## config.mk

```make
export PLATFORM = sky130hd
export DESIGN_NAME = mem_read_sequencer
export DESIGN_NICKNAME = d
export VERILOG_FILES = /design/src/rtl/mem_read_sequencer_pkg.sv /design/src/rtl/mem_read_sequencer_rd_skid_buf.sv /design/src/rtl/mem_read_sequencer.sv
export SDC_FILE = /design/constraint.sdc
export NUM_CORES = 1
export LEC_CHECK = 0
export CAP_MARGIN = 30
export CORE_MARGIN = 2
export CORE_UTILIZATION = 51
export CTS_CLUSTER_SIZE = 28
export DETAILED_ROUTE_END_ITERATION = 16
export PLACE_DENSITY = 0.89
export SYNTH_ARGS = -nofsm -noshare
export SYNTH_HDL_FRONTEND = slang
export SYNTH_SLANG_ARGS = --single-unit
```

## constraint.sdc

```tcl
create_clock -name clk -period 4.5 [get_ports clk]
set_input_delay 1.125 -clock clk [delete_from_list [all_inputs] [get_ports clk]]
set_output_delay 1.125 -clock clk [all_outputs]
set_load 0.1 [all_outputs]
```

## src/rtl/mem_read_sequencer_pkg.sv

```systemverilog
// Shared definitions for the read-side sequencer. The write-side address
// counter reuses the default width/depth constants.
package mem_read_sequencer_pkg;

    // Default sizing shared by the read and write sides of the buffer.
    localparam int unsigned DEFAULT_CNT_WIDTH  = 7;
    localparam int unsigned DEFAULT_DATA_WIDTH = 8;
    localparam int unsigned DEFAULT_DEPTH      = 100;

    // Read sequencer control states.
    typedef enum logic [1:0] {
        ST_IDLE  = 2'd0,
        ST_READ  = 2'd1,
        ST_DRAIN = 2'd2,
        ST_DONE  = 2'd3
    } rd_state_e;

endpackage : mem_read_sequencer_pkg

```

## src/rtl/mem_read_sequencer_rd_skid_buf.sv

```systemverilog
// Two-entry FIFO that absorbs memory read data so downstream stalls never
// lose a word that is already in flight.
module rd_skid_buf
    import mem_read_sequencer_pkg::*;
#(
    parameter int unsigned DATA_WIDTH = DEFAULT_DATA_WIDTH
) (
    input  logic                  clk,
    input  logic                  rst_n,
    input  logic                  push_i,
    input  logic [DATA_WIDTH-1:0] push_data_i,
    input  logic                  pop_i,
    output logic [DATA_WIDTH-1:0] head_o,
    output logic                  full_o,
    output logic                  empty_o,
    output logic [1:0]            count_o
);

    logic [DATA_WIDTH-1:0] mem_q [2];
    logic                  wr_ptr_q;
    logic                  rd_ptr_q;
    logic [1:0]            count_q;
    logic [1:0]            count_d;
    logic                  push_ok;
    logic                  pop_ok;

    assign empty_o = (count_q == 2'd0);
    assign full_o  = (count_q == 2'd2);
    assign count_o = count_q;
    assign head_o  = mem_q[rd_ptr_q];

    // A push into a full buffer is only legal when the head leaves this cycle.
    assign pop_ok  = pop_i && !empty_o;
    assign push_ok = push_i && (!full_o || pop_ok);

    // Entry storage written at the write pointer.
    // NOTE: storage is reset here because data_o must read 0 out of reset; a
    // deep RAM would normally be left unreset and qualified by valid instead.
    always_ff @(posedge clk or negedge rst_n) begin
        if (!rst_n) begin
            mem_q[0] <= '0;
            mem_q[1] <= '0;
        end else if (push_ok) begin
            mem_q[wr_ptr_q] <= push_data_i;
        end
    end

    // Pointer and occupancy registers.
    // NOTE: non-blocking assignments so every register samples pre-edge values.
    always_ff @(posedge clk or negedge rst_n) begin
        if (!rst_n) begin
            wr_ptr_q <= 1'b0;
            rd_ptr_q <= 1'b0;
            count_q  <= 2'd0;
        end else begin
            if (push_ok) begin
                wr_ptr_q <= ~wr_ptr_q;
            end
            if (pop_ok) begin
                rd_ptr_q <= ~rd_ptr_q;
            end
            count_q <= count_d;
        end
    end

    // Occupancy update; simultaneous push and pop leaves it unchanged.
    // NOTE: default assigned first so no path leaves count_d unassigned (no latch).
    always_comb begin
        count_d = count_q;
        case ({push_ok, pop_ok})
            2'b10:   count_d = count_q + 2'd1;
            2'b01:   count_d = count_q - 2'd1;
            default: count_d = count_q;
        endcase
    end

endmodule : rd_skid_buf

```

## src/rtl/mem_read_sequencer.sv

```systemverilog
// Read sequencer: drains a burst of sequential addresses from a 1-cycle
// synchronous-read memory and presents the words on a valid/ready stream.
module mem_read_sequencer
    import mem_read_sequencer_pkg::*;
#(
    parameter int unsigned CNT_WIDTH  = DEFAULT_CNT_WIDTH,
    parameter int unsigned DATA_WIDTH = DEFAULT_DATA_WIDTH,
    parameter int unsigned DEPTH      = DEFAULT_DEPTH
) (
    input  logic                  clk,
    input  logic                  rst_n,
    input  logic                  start_i,
    input  logic [CNT_WIDTH-1:0]  base_i,
    input  logic [CNT_WIDTH-1:0]  len_i,
    output logic                  busy_o,
    output logic                  done_o,
    output logic                  mem_rd_en_o,
    output logic [CNT_WIDTH-1:0]  mem_rd_addr_o,
    input  logic [DATA_WIDTH-1:0] mem_rd_data_i,
    output logic [DATA_WIDTH-1:0] data_o,
    output logic                  valid_o,
    input  logic                  ready_i
);

    // Wrap happens at the last legal buffer address, not at the counter limit.
    localparam logic [CNT_WIDTH-1:0] LAST_ADDR = CNT_WIDTH'(DEPTH - 1);
    localparam logic [CNT_WIDTH-1:0] ONE       = CNT_WIDTH'(1);

    rd_state_e             state_q;
    rd_state_e             state_d;
    logic [CNT_WIDTH-1:0]  addr_q;
    logic [CNT_WIDTH-1:0]  addr_d;
    logic [CNT_WIDTH-1:0]  remain_q;
    logic [CNT_WIDTH-1:0]  remain_d;
    logic                  inflight_q;

    logic                  issue;
    logic                  pop;
    logic [1:0]            buf_count;
    logic                  buf_full;
    logic                  buf_empty;
    logic [DATA_WIDTH-1:0] buf_head;
    logic [1:0]            occ_after_pop;
    logic [2:0]            outstanding;

    // Words owed downstream once this cycle's handshake is accounted for:
    // what stays in the buffer plus the read whose data lands this cycle.
    // Counting the pop keeps one word per cycle with ready_i held high while
    // still never letting more than two words be outstanding.
    assign pop           = valid_o && ready_i;
    assign occ_after_pop = buf_count - {1'b0, pop};
    assign outstanding   = {1'b0, occ_after_pop} + {2'b00, inflight_q};

    // A full buffer that is not draining can never accept another word.
    assign issue = (state_q == ST_READ) && (remain_q != '0) &&
                   (outstanding < 3'd2) && !(buf_full && !pop);

    assign busy_o        = (state_q == ST_READ) || (state_q == ST_DRAIN);
    assign done_o        = (state_q == ST_DONE);
    assign mem_rd_en_o   = issue;
    assign mem_rd_addr_o = addr_q;
    assign valid_o       = !buf_empty;
    assign data_o        = buf_head;

    // Control state, address, remaining count and in-flight flag.
    always_ff @(posedge clk or negedge rst_n) begin
        if (!rst_n) begin
            state_q    <= ST_IDLE;
            addr_q     <= '0;
            remain_q   <= '0;
            inflight_q <= 1'b0;
        end else begin
            state_q    <= state_d;
            addr_q     <= addr_d;
            remain_q   <= remain_d;
            inflight_q <= issue;
        end
    end

    // Next-state logic: burst launch, read issue with wrap, drain and done.
    always_comb begin
        state_d  = state_q;
        addr_d   = addr_q;
        remain_d = remain_q;
        case (state_q)
            ST_IDLE: begin
                if (start_i) begin
                    if (len_i != '0) begin
                        addr_d   = base_i;
                        remain_d = len_i;
                        state_d  = ST_READ;
                    end else begin
                        state_d  = ST_DONE;
                    end
                end
            end
            ST_READ: begin
                if (issue) begin
                    addr_d   = (addr_q == LAST_ADDR) ? '0 : addr_q + ONE;
                    remain_d = remain_q - ONE;
                    if (remain_q == ONE) begin
                        state_d = ST_DRAIN;
                    end
                end
            end
            ST_DRAIN: begin
                if (!inflight_q && buf_empty) begin
                    state_d = ST_DONE;
                end
            end
            ST_DONE: begin
                state_d = ST_IDLE;
            end
            default: begin
                state_d = ST_IDLE;
            end
        endcase
    end

    // Read data is captured the cycle after its issue.
    rd_skid_buf #(
        .DATA_WIDTH (DATA_WIDTH)
    ) u_skid (
        .clk         (clk),
        .rst_n       (rst_n),
        .push_i      (inflight_q),
        .push_data_i (mem_rd_data_i),
        .pop_i       (pop),
        .head_o      (buf_head),
        .full_o      (buf_full),
        .empty_o     (buf_empty),
        .count_o     (buf_count)
    );

endmodule : mem_read_sequencer

```

; After elaboration in Yosys (flattened, before gate mapping)
; Index checks and enable logic that the tools add are counted.
[totals]
reg_bits = 37
[classes]
n_addsub = 6
magnitude_cmp = 4
n_eq_ne = 13
n_mux = 22
n_bitwise = 4
reduce_logical = 24
[op_table]
columns = operator, count
row1 = 2-to-1 mux 7 bit, 7
row2 = 2-to-1 mux 8 bit, 4
row3 = one-hot mux 7 bit (2 select lines), 2
row4 = bitwise mux 16 bit, 1
row5 = nonzero test 7 bit, 2
row6 = 2-to-1 mux 2 bit, 5
row7 = logical AND 1 bit, 9
row8 = demux 8 bit (select 1 bit), 1
row9 = "equality test 2 bit, second input constant", 4
row10 = one-hot mux 2 bit (4 select lines), 1
row11 = AND reduction 4 bit, 2
row12 = "adder 7 x 1 -> 7 bit, second input constant", 1
row13 = "equality test 7 x 1 -> 1 bit, second input constant", 1
row14 = "equality test 7 bit, second input constant", 1
row15 = "subtractor 7 x 1 -> 7 bit, second input constant", 1
row16 = "inequality test 2 bit, second input constant", 3
row17 = zero test 1 bit, 5
row18 = "equality test 2 x 1 -> 1 bit, second input constant", 2
row19 = "greater-or-equal comparator 2 bit, second input constant", 2
row20 = zero test 2 bit, 2
row21 = "inequality test 2 x 1 -> 1 bit, second input constant", 2
row22 = NOT 1 -> 2 bit, 2
row23 = one-hot mux 2 bit (2 select lines), 1
row24 = nonzero test 2 bit, 2
row25 = other kinds (8), 10

; Depth between registers and ports, before layout
[logic_depth]
ltp_word = 10
mapped_depth = 9

; Hierarchy
; From an unflattened synthesis, not the netlist that was laid out.
[unflattened]
cells_unflattened = 219
area_unflattened_um2 = 2344.7
[by_module_without_submodules]
columns = module, n_inst, cells_each, area_per_inst_um2
row1 = mem_read_sequencer, 1, 151, 1420.1
row2 = rd_skid_buf, 1, 68, 924.6

; Worst setup path after synthesis
; No wires, ideal clock.
[synth_timing]
kind = input -> output
startpoint = input ready_i
endpoint = output mem_rd_en_o
t_arrival_ns = 3.147
required_time_ns = 3.375
setup_slack_ns = 0.228
cell_stages = 6
path_buffers = 0
path_cell_list = and2_1 -> ha_1 -> o211a_1 -> o22a_2 -> nand2_1 -> nor2_1
[synth_via]
elab_chain_cells = 6
elab_cells_between_ends = 9
[synth_rtl]
columns = item, line
row1 = "start, declared", mem_read_sequencer.sv:22  ; input logic ready_i
row2 = logical AND 1 bit (*), mem_read_sequencer.sv:50  ; assign pop = valid_o && ready_i;
row3 = subtractor 2 x 1 -> 2 bit, mem_read_sequencer.sv:51  ; assign occ_after_pop = buf_count - {1'b0, pop};
row4 = adder 2 x 1 -> 3 bit, mem_read_sequencer.sv:52  ; assign outstanding = {1'b0, occ_after_pop} + {2'b00, inflight_q};
row5 = less-than comparator 3 x 2 -> 1 bit, mem_read_sequencer.sv:56  ; (outstanding < 3'd2) && !(buf_full && !pop);
row6 = logical AND 1 bit, mem_read_sequencer.sv:55  ; assign issue = (state_q == ST_READ) && (remain_q != '0) &&
row7 = logical AND 1 bit (*), mem_read_sequencer.sv:56
row8 = "end, declared", mem_read_sequencer.sv:17  ; output logic mem_rd_en_o,
; Every way passes the cells marked *; elsewhere a longest branch is shown, timed or not.

; Final worst setup path
; Same ends and word-level chain as after synthesis.

==> metrics.txt <==
# TYPE chip_impl_metric gauge
chip_impl_info{name="outcome",value="complete, no violations"} 1
chip_impl_info{name="postSynth.topFlopCell",value="sky130_fd_sc_hd__dfrtp_1"} 1
chip_impl_metric{name="globalRoute.totalOverflow",unit=""} 0
chip_impl_metric{name="grt_antenna_before_repair",unit=""} 0
chip_impl_metric{name="cp.required",unit="ns"} 3.38
chip_impl_info{name="min_path_type",value="flop to flop"} 1
chip_impl_metric{name="synth.yosys.warnings",unit=""} 0
chip_impl_metric{name="drive_above_1_share",unit=""} 0.208
chip_impl_metric{name="fp.coreArea",unit="sq um"} 4320
chip_impl_info{name="crit-reg2reg-launch",value="u_skid.count_o[1]$_DFFE_PN0P_"} 1
chip_impl_metric{name="areaGrowthSynthToFinish",unit="%"} 28.1
chip_impl_metric{name="holdWs",unit="ns"} 0.508
chip_impl_metric{name="detailedPlace.worstSlack",unit="ns"} 0.403
chip_impl_info{name="startpoint_to_endpoint_class_of_the_critical_path",value="input port to output port"} 1
chip_impl_metric{name="worst-r2r-setup-slack",unit="ns"} 2.19
chip_impl_metric{name="detail_route.vias_per_cell",unit=""} 5.94
chip_impl_metric{name="cp_data_arrival_time",unit="ns"} 2.99
chip_impl_info{name="ys_top_cells_by_area",value="sky130_fd_sc_hd__dfrtp_1 41%, sky130_fd_sc_hd__mux2_2 12%, sky130_fd_sc_hd__ha_1 5.5%"} 1
chip_impl_metric{name="whs_path_depth",unit=""} 1
chip_impl_metric{name="avgSynthCellArea",unit="sq um"} 10.8
chip_impl_metric{name="max-cap-violations",unit=""} 0
chip_impl_metric{name="grt_start_max_net_pins",unit=""} 38
chip_impl_info{name="unrepaired_setup_endpoints_after_global_routing",value="false"} 1
chip_impl_metric{name="gr-usage-all-layers",unit=""} 0.211
chip_impl_metric{name="synth_cell_type_count",unit=""} 55
chip_impl_metric{name="die_w",unit="um"} 70.7
chip_impl_metric{name="setup_ws_final",unit="ns"} 0.389
chip_impl_metric{name="finalWirelength",unit="mm"} 5.06
chip_impl_metric{name="initial_core_util",unit=""} 0.525
chip_impl_metric{name="synth.yosys.seq_area_share",unit=""} 0.408
chip_impl_metric{name="h_tree_levels",unit=""} 2
chip_impl_metric{name="ios",unit=""} 45
chip_impl_metric{name="count_of_cells_along_the_worst_register_to_register_path",unit=""} 8
chip_impl_metric{name="clockBufferDepth",unit=""} 2
chip_impl_info{name="crit_path_top_delay_cell",value="sky130_fd_sc_hd__clkdlybuf4s50_1"} 1
chip_impl_metric{name="drc",unit=""} 0
chip_impl_metric{name="slew_violations",unit=""} 0
chip_impl_metric{name="clk_pin_slew",unit="ns"} 0.08
chip_impl_metric{name="netlist_instances",unit=""} 211
chip_impl_info{name="synth.most_common_cell",value="sky130_fd_sc_hd__dfrtp_1"} 1
chip_impl_metric{name="synthesis.area",unit="sq um"} 2270
chip_impl_metric{name="final.period_utilization",unit=""} 0.914
chip_impl_metric{name="worst_slew_pin_slew",unit="ns"} 0.976
chip_impl_metric{name="antenna_fix_cells",unit=""} 0
chip_impl_info{name="critical_path.endpoint_type",value="output port"} 1
chip_impl_metric{name="cts_hold_buffers",unit=""} 0
chip_impl_metric{name="postSynth.asyncResetShare",unit=""} 1.00
chip_impl_metric{name="hpwl",unit="mm"} 3.62
chip_impl_metric{name="floorplan.rows",unit=""} 24
chip_impl_info{name="endpoint_worst_hold",value="u_skid.mem_q[9]$_DFFE_PN0P_"} 1
chip_impl_metric{name="drtAntennaViolNets",unit=""} 0
chip_impl_metric{name="io_buffer_count",unit=""} 44
chip_impl_metric{name="timing_hold_violations_final",unit=""} 0
chip_impl_metric{name="grt_pass1_wl",unit="mm"} 8.39
chip_impl_metric{name="final-setup-viol-count",unit=""} 0
chip_impl_metric{name="synth_edf_count",unit=""} 0
chip_impl_metric{name="place.gp.congestion",unit=""} 0.841
chip_impl_metric{name="clock.fmax",unit="GHz"} 0.243
chip_impl_metric{name="drt_iter0_drc",unit=""} 101
chip_impl_metric{name="worst_path_largest_cell_delay",unit="ns"} 0.54
chip_impl_info{name="hp-start",value="u_skid.mem_q[9]$_DFFE_PN0P_"} 1
chip_impl_metric{name="yosysTopAreaCellShare",unit=""} 0.408
chip_impl_metric{name="first_global_vias",unit=""} 1827
chip_impl_metric{name="post-route-min-period",unit="ns"} 4.11
chip_impl_metric{name="cts.sinks",unit=""} 37
chip_impl_info{name="cts_root_buf",value="sky130_fd_sc_hd__clkbuf_8"} 1
chip_impl_metric{name="postCtsSetupRepairBufs",unit=""} 0
chip_impl_info{name="synth.largest_area_cell",value="sky130_fd_sc_hd__dfrtp_1"} 1
chip_impl_metric{name="cts-resized-gates",unit=""} 0
chip_impl_metric{name="nets",unit=""} 295
chip_impl_info{name="cts_tree",value="yes"} 1
chip_impl_metric{name="die_h",unit="um"} 70.7
chip_impl_metric{name="cts_buffers",unit=""} 5
chip_impl_metric{name="wire_per_inst",unit="um"} 16.2
chip_impl_info{name="ys_top_cells_by_count",value="37 x sky130_fd_sc_hd__dfrtp_1, 24 x sky130_fd_sc_hd__mux2_2, 11 x sky130_fd_sc_hd__nand2_1, 11 x sky130_fd_sc_hd__nor2_1"} 1
chip_impl_metric{name="finish.utilization",unit=""} 0.672
chip_impl_metric{name="vias",unit=""} 1853
chip_impl_metric{name="postSynthRegisterBits",unit=""} 37
chip_impl_metric{name="clock_latency_reported_for_the_late_side_of_the_worst_skew_pair",unit="ns"} 0.29
chip_impl_metric{name="synth.net_count",unit=""} 247
chip_impl_metric{name="drt-pass1-iter-count",unit=""} 4
chip_impl_metric{name="totalNegativeSetupSlack",unit="ns"} 0
chip_impl_metric{name="timing.slew.headroom",unit=""} 0.348
chip_impl_info{name="timing.rr.end",value="remain_q[1]$_DFFE_PN0P_"} 1
chip_impl_metric{name="crit_path_max_fanout",unit=""} 9
chip_impl_info{name="start_kind",value="input port"} 1
chip_impl_info{name="path_cells",value="clkdlybuf4s50_1 -> and2_1 -> ha_1 -> o211a_1 -> o22a_2 -> nand2_1 -> nor2_1 -> buf_12"} 1
chip_impl_metric{name="fillerInstances",unit=""} 348
chip_impl_metric{name="largest_clock_skew_in_the_final_design",unit="ns"} 0.00533
chip_impl_metric{name="die-area",unit="sq um"} 5000
per-stage QoR:
stage	instance area, sq um	std cells
finish	2910	312
global route	2910	312
CTS	2910	312
detailed placement	2770	304
global placement	2770	304
floorplan	2270	211
state kept, by name (all words and copies together) (netlist names):
signal and flops:
u_skid.wr_ptr_q 1, inflight_q 1, mem_rd_addr_o 7, u_skid.rd_ptr_q 1, remain_q 7, u_skid.mem_q 16
u_skid.count_o 2, state_q 2
metal layers:
layer	vias to the layer above	part of all wire	global-route usage	wire length, um
met3	7	0.059	0.0570	296
li1	891	-	-	-
met5	-	0	0	0
met2	69	0.49	0.349	2480
met1	886	0.44	0.269	2230
met4	0	0.010	0.0734	51
worst max path at each step:
| stage | from | end | depth (start not counted) |
|---|---|---|---|
| 4_1_cts | ready_i | mem_rd_en_o | 8 |
| 2_1_floorplan | ready_i | mem_rd_en_o | 6 |
| 5_1_grt | ready_i | mem_rd_en_o | 8 |
| 6_report | ready_i | mem_rd_en_o | 8 |
| 3_5_place_dp | ready_i | mem_rd_en_o | 8 |
| 3_3_place_gp | ready_i | mem_rd_en_o | 8 |
final cells by class:
type	count	area, sq um	area share
clock buffer	5	68.8	0.0237
clock inverter	3	68.8	0.0237
inverter	11	41.3	0.0142
multi-input combinational	157	1260	0.435
sequential	37	926	0.319
tap	52	65.1	0.0224
timing repair buffer	47	473	0.163
worst max-delay path, delay by kind of cell:
family | cells | cell delay (ns)
buf+inv | 2 | 0.75
simple gates | 3 | 0.53
compound gates | 2 | 0.40
fa+ha+maj | 1 | 0.18
cell usage in the layout (no fill, tap or decap), types with 3 or more instances in the layout:
master	n
sky130_fd_sc_hd__mux2_2	24
sky130_fd_sc_hd__nor3_1	3
sky130_fd_sc_hd__a21oi_1	10
sky130_fd_sc_hd__nand3_1	4
sky130_fd_sc_hd__and2_1	3
sky130_fd_sc_hd__o21ai_1	3
sky130_fd_sc_hd__and3_1	4
sky130_fd_sc_hd__o211ai_1	4
sky130_fd_sc_hd__dfrtp_1	37
sky130_fd_sc_hd__a31oi_1	5
sky130_fd_sc_hd__clkbuf_8	5
sky130_fd_sc_hd__nand4_1	3
sky130_fd_sc_hd__o22ai_1	3
sky130_fd_sc_hd__inv_1	8
sky130_fd_sc_hd__o21ai_0	8
sky130_fd_sc_hd__or3_1	3
sky130_fd_sc_hd__clkdlybuf4s50_1	43
sky130_fd_sc_hd__ha_1	10
sky130_fd_sc_hd__nor2_1	11
sky130_fd_sc_hd__nand2_1	11
sky130_fd_sc_hd__mux2i_1	7
sky130_fd_sc_hd__nor2b_1	3
sky130_fd_sc_hd__buf_4	3
cell families (layout without fill, tap and decap cells):
group / Yosys count / after routing / synth area share
simple gates: 59 / 59 / 0.159
xor+xnor: 3 / 3 / 0.0116
mux: 32 / 32 / 0.156
compound gates: 53 / 53 / 0.174
flops: 37 / 37 / 0.408
fa+ha+maj: 10 / 10 / 0.0552
buf+inv: 17 / 66 / 0.0353
Power is left out: the tool's default activity adds up to more than one toggle a clock period on the data nets, which glitch-free logic cannot reach.
